===== src/rtl/sprite_line_scheduler.sv =====
// Builds one scanline: clears the line buffer, then paints sprite slots 2,1,0 from a shared ROM.
// Optional build macro SPRITE_TRANSPARENCY_EN skips black (24'h000000) sprite pixels.
module sprite_line_scheduler #(
  parameter int H_ACTIVE = 640,
  parameter int ROM_LAT  = 1
) (
  input  logic        clk,
  input  logic        reset,
  input  logic        line_start,
  input  logic [9:0]  line_y,
  input  logic [31:0] sprite0,
  input  logic [31:0] sprite1,
  input  logic [31:0] sprite2,
  output logic [9:0]  rom_addr,
  output logic [1:0]  rom_sel,
  input  logic [23:0] rom_data,
  output logic        wr_en,
  output logic [9:0]  wr_addr,
  output logic [23:0] wr_data,
  output logic        busy,
  output logic        done,
  output logic        overrun
);
  typedef struct packed {
    logic [6:0] dim;
    logic [4:0] id;
    logic [9:0] y;
    logic [9:0] x;
  } sprite_t;

  typedef enum logic [2:0] {IDLE, CLEAR, SCAN, FETCH, DRAIN, FIN} state_t;

  state_t                 state;
  sprite_t [2:0]          spr;
  logic [9:0]             ly;
  logic [9:0]             cnt;
  logic [1:0]             slot;
  logic [6:0]             cur_dim;
  logic [ROM_LAT:0]       vld_pipe;
  logic [ROM_LAT:0][10:0] wa_pipe;

  // Eligibility and ROM base address of the slot under SCAN
  sprite_t     cs;
  logic [10:0] ly_w, y_lo, y_hi;
  logic        id_ok, elig;
  logic [1:0]  sel;
  logic [9:0]  row, base;

  always_comb begin
    cs    = spr[slot];
    ly_w  = {1'b0, ly};
    y_lo  = {1'b0, cs.y};
    y_hi  = y_lo + {4'd0, cs.dim} - 11'd1;
    id_ok = (cs.id == 5'd0) || (cs.id == 5'd2) || (cs.id == 5'd3);
    elig  = (cs.dim != 7'd0) && id_ok && (ly_w >= y_lo) && (ly_w <= y_hi);
    sel   = (cs.id == 5'd0) ? 2'd0 : (cs.id == 5'd2) ? 2'd1 : 2'd2;
    row   = ly - cs.y;
    base  = row * {3'd0, cs.dim};
  end

  // Write port: CLEAR owns it outright; otherwise the oldest pipe stage writes ROM data
  logic pix_ok;

  always_comb begin
    pix_ok = vld_pipe[ROM_LAT] && (wa_pipe[ROM_LAT] < 11'(H_ACTIVE));
`ifdef SPRITE_TRANSPARENCY_EN
    pix_ok = pix_ok && (rom_data != 24'h000000);
`endif
    wr_en   = (state == CLEAR) || pix_ok;
    wr_addr = (state == CLEAR) ? cnt : (pix_ok ? wa_pipe[ROM_LAT][9:0] : 10'd0);
    wr_data = pix_ok ? rom_data : 24'h000000;
    busy    = (state == CLEAR) || (state == SCAN) || (state == FETCH) || (state == DRAIN);
    done    = (state == FIN);
  end

  always_ff @(posedge clk) begin
    if (reset) begin
      state    <= IDLE;
      spr      <= '0;
      ly       <= '0;
      cnt      <= '0;
      slot     <= '0;
      cur_dim  <= '0;
      rom_addr <= '0;
      rom_sel  <= '0;
      overrun  <= 1'b0;
      vld_pipe <= '0;
      wa_pipe  <= '0;
    end else begin
      overrun                <= 1'b0;
      vld_pipe[ROM_LAT:1]    <= vld_pipe[ROM_LAT-1:0];
      wa_pipe[ROM_LAT:1]     <= wa_pipe[ROM_LAT-1:0];
      if (line_start) begin
        // Restart always wins; flushing the pipe drops reads of the aborted line
        overrun  <= busy;
        ly       <= line_y;
        spr      <= {sprite2, sprite1, sprite0};
        state    <= CLEAR;
        cnt      <= '0;
        vld_pipe <= '0;
      end else begin
        vld_pipe[0] <= 1'b0;
        case (state)
          IDLE: state <= IDLE;
          CLEAR: begin
            if (cnt == 10'(H_ACTIVE - 1)) begin
              state <= SCAN;
              slot  <= 2'd2;
            end else begin
              cnt <= cnt + 10'd1;
            end
          end
          SCAN: begin
            if (elig) begin
              state       <= FETCH;
              cnt         <= '0;
              cur_dim     <= cs.dim;
              rom_sel     <= sel;
              rom_addr    <= base;
              vld_pipe[0] <= 1'b1;
              wa_pipe[0]  <= {1'b0, cs.x};
            end else if (slot == 2'd0) begin
              state <= FIN;
            end else begin
              slot <= slot - 2'd1;
            end
          end
          FETCH: begin
            if (cnt == {3'd0, cur_dim} - 10'd1) begin
              state <= DRAIN;
              cnt   <= '0;
            end else begin
              cnt         <= cnt + 10'd1;
              rom_addr    <= rom_addr + 10'd1;
              vld_pipe[0] <= 1'b1;
              wa_pipe[0]  <= wa_pipe[0] + 11'd1;
            end
          end
          DRAIN: begin
            if (cnt == 10'(ROM_LAT - 1)) begin
              if (slot == 2'd0) begin
                state <= FIN;
              end else begin
                state <= SCAN;
                slot  <= slot - 2'd1;
              end
            end else begin
              cnt <= cnt + 10'd1;
            end
          end
          FIN:     state <= IDLE;
          default: state <= IDLE;
        endcase
      end
    end
  end

endmodule


===== config.mk =====
export PLATFORM = sky130hd
export DESIGN_NAME = sprite_line_scheduler
export DESIGN_NICKNAME = d
export VERILOG_FILES = /design/src/rtl/sprite_line_scheduler.sv
export SDC_FILE = /design/constraint.sdc
export NUM_CORES = 1
export LEC_CHECK = 0
export ABC_AREA = 0
export CELL_PAD_IN_SITES_DETAIL_PLACEMENT = 1
export CELL_PAD_IN_SITES_GLOBAL_PLACEMENT = 1
export CORE_MARGIN = 3
export CORE_UTILIZATION = 30
export CTS_CLUSTER_DIAMETER = 60
export DETAILED_ROUTE_END_ITERATION = 8
export PLACE_DENSITY_LB_ADDON = 0.1
export RECOVER_POWER = 100
export SETUP_SLACK_MARGIN = 0.1
export SYNTH_ARGS = -nofsm -noshare
export SYNTH_HDL_FRONTEND = slang
export SYNTH_SLANG_ARGS = --single-unit

===== constraint.sdc =====
create_clock -name clk -period 13.4 [get_ports clk]
set_clock_uncertainty 0.15 [all_clocks]
set_input_delay 1.34 -clock clk [delete_from_list [all_inputs] [get_ports clk]]
set_output_delay 1.34 -clock clk [all_outputs]
set_load 0.02 [all_outputs]

# Yosys cells after proc, flatten, opt, wreduce, memory -nomap -nowiden
# Cells that the tools add are included.
# totals
reg_bits	165
inputBits	133
out_inout_bits	50
word_cells	119
# classes
n_addsub	8
multipliers	1
order_cmp	4
n_eq_ne	22
n_mux	34
bitwise	1
n_reduce_logical	25
# op_table
operator	n
two-way mux 10 bit	8
binary-select mux 32 bit (select 2 bit)	1
one-hot mux 10 bit (4 select lines)	1
two-way mux 32 bit	1
two-way mux 24 bit	1
two-way mux 11 bit	2
one-hot mux 11 bit (2 select lines)	1
adder 10 x 1 -> 10 bit, second input constant	2
one-hot mux 10 bit (2 select lines)	1
two-way mux 3 bit	6
AND reduction 4 bit	4
two-way mux 2 bit	6
!= test 3 x 2 -> 1 bit, second input constant	4
one-hot mux 3 bit (4 select lines)	1
adder 10 x 7 -> 11 bit	1
adder 11 x 1 -> 11 bit, second input constant	1
<= comparator 10 x 11 -> 1 bit	1
< comparator 11 x 10 -> 1 bit, second input constant	1
subtractor 11 x 1 -> 11 bit, second input constant	1
equality test 10 bit	1
equality test 10 bit, second input constant	1
equality test 5 x 2 -> 1 bit, second input constant	2
>= comparator 10 bit	1
logical NOT 10 bit	1
26 further kinds	45

# Logic depth before layout (Yosys ltp)
# logic_depth
ltp_word	11
ltp_mapped	31
depth_no_buf	26

# Worst setup path before layout
# No wires, ideal clock.
# synth_timing
path_type	register to register
from	reg slot[0]
to	reg rom_addr[9]
setup_ps	79
t_arrival_ps	7440
required_ps	13171
path_slack_ps	5731
path_stages_with_launch	31
path_buffers	5
period_less_slack_ps	7669
path_cell_list	dfxtp_1 > buf_2 > buf_4 > buf_2 > buf_1 > clkbuf_1 > mux2i_1 > nor2_1 > a21oi_1 > inv_1 > ha_1 > fa_1 > nand2b_1 > a21oi_1 > xnor2_1 > or2_2 > fa_1 > inv_1 > fa_1 > fa_1 > inv_1 > fa_1 > inv_1 > ha_1 > nor3_1 > nor2_1 > o41ai_1 > xnor3_1 > or4b_1 > a21o_1 > o211ai_1
# synth_between
elab_chain_len	10
elab_cells_between_ends	21
classes_between	3 x add/sub; 1 x mul; 2 x order compare; 3 x eq/ne; 4 x mux; 8 x reduce/logical
# synth_rtl
element	line_no	source
start: declaration	37	logic [1:0] slot;
start signal: assignment	125	slot <= slot - 2'd1;
start signal: assignment	145	slot <= slot - 2'd1;
binary-select mux 32 bit (select 2 bit) (*)	50	cs = spr[slot];
two-way mux 32 bit (not written as such) (*)	50	
branches (longest 8 deep; another with subtractor 10 bit)	--	
end signal: assignment	119	rom_addr <= base;
end signal: assignment	134	rom_addr <= rom_addr + 10'd1;
end: declaration	14	output logic [9:0] rom_addr,
# Mark *: on every way between the ends. The select of a mux whose other input is x is not followed.
# A chain may end at the register's enable or synchronous reset.

# Worst setup path after layout
# layout_timing
from	reg slot[0]
to	reg wa_pipe[9] (netlist name)
# layout_between
elab_chain_len	10
elab_cells_between_ends	19
classes_between	2 x add/sub; 2 x order compare; 3 x eq/ne; 4 x mux; 8 x reduce/logical
# layout_rtl
element	line_no	source
binary-select mux 32 bit (select 2 bit) (*)	50	
two-way mux 32 bit (not written as such) (*)	50	
branches (longest 8 deep; another with adder 10 x 7 -> 11 bit)	--	
end signal: indexed assignment	92	wa_pipe[ROM_LAT:1] <= wa_pipe[ROM_LAT-1:0];
end: declaration	40	logic [ROM_LAT:0][10:0] wa_pipe;
# Marked as above.

==> summary.md <==
| Metric | Value |
|---|---|
| Status | `finished with violations` |
| Violated checks | `capacitance limit, slew limit` |
| Startpoint types | `register` |
| Die area | `approximately 36000 um^2` |
| Actual slew at the worst max-slew pin | `4.41 ns` |
| Nets | `between 1500 and 2000` |
| Antenna-violating nets left | `0` |
| Critical Path RT | `around 13 ns` |
| Crit. End Element | `register` |
| GR Util All Layers | `0.181` |
| Delay-heaviest family, CP | `compound AO/OA/AOI/OAI gates` |
| Crit-path max FO | `41` |
| Via count | `just under 9000` |
| Rows | `66` |
| # diodes | `0` |
| Top cell type's share of synthesized area | `0.326` |
| WL per Instance | `roughly 18 um` |
| Asr flop ratio synth | `0` |
| R2R depth | `25` |
| Total number of H-tree levels | `4` |
| Min Tclk post-route | `9.38 ns` |
| Remaining global-route overflow | `0` |
| Mapped Nets | `roughly 1400` |
| Design area | `between 10000 and 15000 um^2` |
| Post-Syn Instances | `roughly 1200` |
| Worst R2R End | `wa_pipe[9]` |
| Area leader, netlist | `dfxtp_1` |
| Synth Flop Type | `dfxtp_1` |
| Avg Cell Area, Syn | `roughly 8.5 um^2` |
| Final core utilization | `0.389` |
| Net Switching | `between 0.4 and 0.5 mW` |
| Post-CTS Setup Inserts | `0` |
| Initial core utilization | `0.308` |
| Worst min-delay path class | `register to register` |
| CTS Hold Bufs | `0` |
| CTS root buffer | `clkbuf_16` |
| Switching part of the total | `0.334` |
| Hold Crit Start | `vld_pipe[0]` |
| Sequential element share of the synthesized area | `0.326` |
| Synth warn | `0` |
| Synth top area cells | `dfxtp_1 33%, mux2i_1 13%, nor2_1 7.5%` |
| Latest clock arrival within the worst-skew pair | `0.45 ns` |
| Total of max-cap violations | `6` |
| DR iter-0 viols | `between 300 and 400` |
| Core box area | `about 33000 um^2` |
| Clk sinks | `approximately 170` |
| Post-CTS sizing | `0` |
| Via-to-Cell Ratio | `between 4 and 5` |
| Internal | `~0.95 mW` |
| Synthesized flop and latch total | `roughly 170` |
| CTS Buffer Depth | `2` |
| Tcrit/Tclk final | `0.700` |
| IO buf count | `182` |
| Area after DPL | `about 12000 um^2` |
| Slowest cell on crit path | `clkbuf_1` |
| WL final | `32600 um` |
| Hold EP | `vld_pipe[1]` |
| I/O Pins | `around 180` |
| RSZ-0062 raised after global routing | `no` |
| Worst slew margin | `-1.94` |
| CP max stage delay | `around 1.9 ns` |
| DP Wirelength | `between 20000 and 25000 um` |
| Cell Area, Synth | `roughly 10000 um^2` |
| Drt first pass iters | `5` |
| Largest net degree at the start of global routing | `73` |
| Post-synth cell types | `71` |
| Slew Limit Fails | `a little over 300` |
| Buf/Inv on CP | `4` |
| Comb power frac | `0.290` |
| Crit path kind | `register to register` |
| Pleak | `between 5 and 6 nW` |
| Reg2Reg Setup Slack | `about 4 ns` |
| WHS Path Cells | `1` |
| Fillers | `3824` |
| DRC viols | `0` |
| Fin. Hold Viols | `0` |
| Initial antenna violation count | `1` |
| Clk slew on worst S/H paths | `approximately 0.080 ns` |
| Chip height | `190 um` |
| Die Span X | `approximately 190 um` |
| Peak Freq | `around 110 MHz` |
| Power per cell area | `~110 nW/um^2` |
| Clk pwr share | `0.339` |
| TritonCTS Buffers | `17` |
| Setup TNS | `0 ns` |
| Endpoints failing setup | `0` |
| Routability congestion estimate | `0.853` |
| Number of global-route vias before repair | `roughly 9000` |
| RR Startpoint | `slot[0]` |
| VDD IR-drop max | `between 90 and 100 uV` |
| P&R area growth vs syn | `26.6%` |
| CTS tree | `yes` |
| Worst EP arrival | `approximately 9.4 ns` |
| Ratio of cells with drive above 1 in the final layout | `0.0400` |
| First-pass GRT wire length | `roughly 51000 um` |
| Seq pwr share | `0.371` |
| Post-synth EDFFs | `0` |
| Stages on worst setup path | `25` |
==> cells by family after synthesis <==
family	share of synthesized area
AOI/OAI and AO/OA	0.123
muxes	0.139
buffers and inverters	0.0520
and+or+nand+nor	0.202
xor gates and xnor gates	0.0382
DFF	0.326
adders and majority gates	0.120
==> worst max path at each step <==
stage,startpoint,endpoint,slack [ns]
after floorplan,slot[0],rom_addr[9],5.73
after global placement,slot[0],rom_addr[9],6.21
after detailed placement,slot[0],rom_addr[9],6.04
after CTS,slot[0],rom_addr[9],5.98
after global routing,slot[0],wa_pipe[9],3.20
final,slot[0],wa_pipe[9],4.02
==> power by group through the flow <==
| stage | logic (mW) | clock network (mW) | registers [mW] |
|---|---|---|---|
| after floorplan | 0.283 | 0 | 0.533 |
| after global placement | 0.405 | 0 | 0.539 |
| after detailed placement | 0.413 | 0 | 0.539 |
| after CTS | 0.416 | 0.498 | 0.528 |
| after global routing | 0.464 | 0.519 | 0.531 |
| final | 0.413 | 0.482 | 0.527 |
==> layout make-up <==
type	instances	area, um^2	area share
sequential	165	3300	0.258
clock inverter	14	144	0.0112
timing repair buffer	193	1870	0.146
clock buffer	18	429	0.0335
tap	442	553	0.0431
inverter	67	251	0.0196
multi-input combinational	894	6270	0.489
==> flip-flops by register name, summed over array words and instances, names as in the netlist <==
signal / flops
cnt: 10
cur_dim: 7
ly: 10
overrun: 1
rom_addr: 10
rom_sel: 2
slot: 2
spr: 96
state: 3
vld_pipe: 2
wa_pipe: 22
==> layout by cell type, fill, tap and decap left out, drive strengths merged, types with 5 or more instances in the layout <==
| cell | count |
|---|---|
| nor2 | 203 |
| dfxtp | 165 |
| mux2i | 135 |
| clkdlybuf4s50 | 130 |
| nand2 | 78 |
| inv | 71 |
| ha | 59 |
| o21ai | 54 |
| dlygate4sd3 | 50 |
| a21oi | 44 |
| xnor2 | 28 |
| and2 | 28 |
| nand3 | 25 |
| clkbuf | 25 |
| fa | 24 |
| and3 | 21 |
| a22oi | 19 |
| nor2b | 16 |
| nand2b | 13 |
| a211oi | 12 |
| xor2 | 11 |
| o22ai | 10 |
| or2 | 9 |
| nor3 | 8 |
| nand4 | 8 |
| a21o | 7 |
| o41ai | 6 |
| or3 | 6 |
| nand3b | 6 |
| buf | 6 |
| clkinv | 6 |
| nor4 | 5 |
| o21bai | 5 |
| mux2 | 5 |
==> worst register-to-register path, delay by kind of cell, from the launching register on <==
| kind | cells | cell delay, ns |
|---|---|---|
| AOI/OAI and AO/OA | 13 | 4.08 |
| xor gates and xnor gates | 1 | 0.09 |
| adders and majority gates | 4 | 1.37 |
| buffers and inverters | 4 | 2.77 |
| DFF | 1 | 0.32 |
| muxes | 1 | 0.20 |
| and+or+nand+nor | 2 | 0.16 |
==> synthesized netlist by cell type, drive strengths merged, types with 4 or more instances <==
cell / instances
xor2: 11
a211oi: 12
ha: 59
nand2b: 13
a21o: 7
clkbuf: 45
dfxtp: 165
o22ai: 10
nor2: 203
o211ai: 4
a21oi: 44
inv: 66
a311oi: 4
or3: 6
buf: 23
a22oi: 19
nand2: 78
nor3: 8
fa: 24
o21ai: 54
mux2: 5
nand4: 8
o41ai: 6
nor4: 5
xnor2: 28
nand3: 25
o21bai: 5
and2: 28
or2: 9
nor2b: 16
and3: 21
nand3b: 6
mux2i: 135
==> metrics by stage <==
stage          setup WS [ns]  power, mW  instances  hold slack (ns)
2_1_floorplan           5.73      0.816       1194            0.256
3_3_place_gp            6.21      0.944       1761            0.274
3_5_place_dp            6.04      0.952       1761            0.273
4_1_cts                 5.98       1.44       1793            0.292
5_1_grt                 3.20       1.51       1793            0.333
6_report                4.02       1.42       1793            0.295
==> per-layer routing <==
layer	wire length [um]	part of all wire	global-route usage
met1	16300	0.50	0.254
met2	14700	0.45	0.289
met3	1330	0.041	0.0416
met4	340	0.010	0.0316
met5	13	0.00040	0
(Power assumes the default switching activity.)
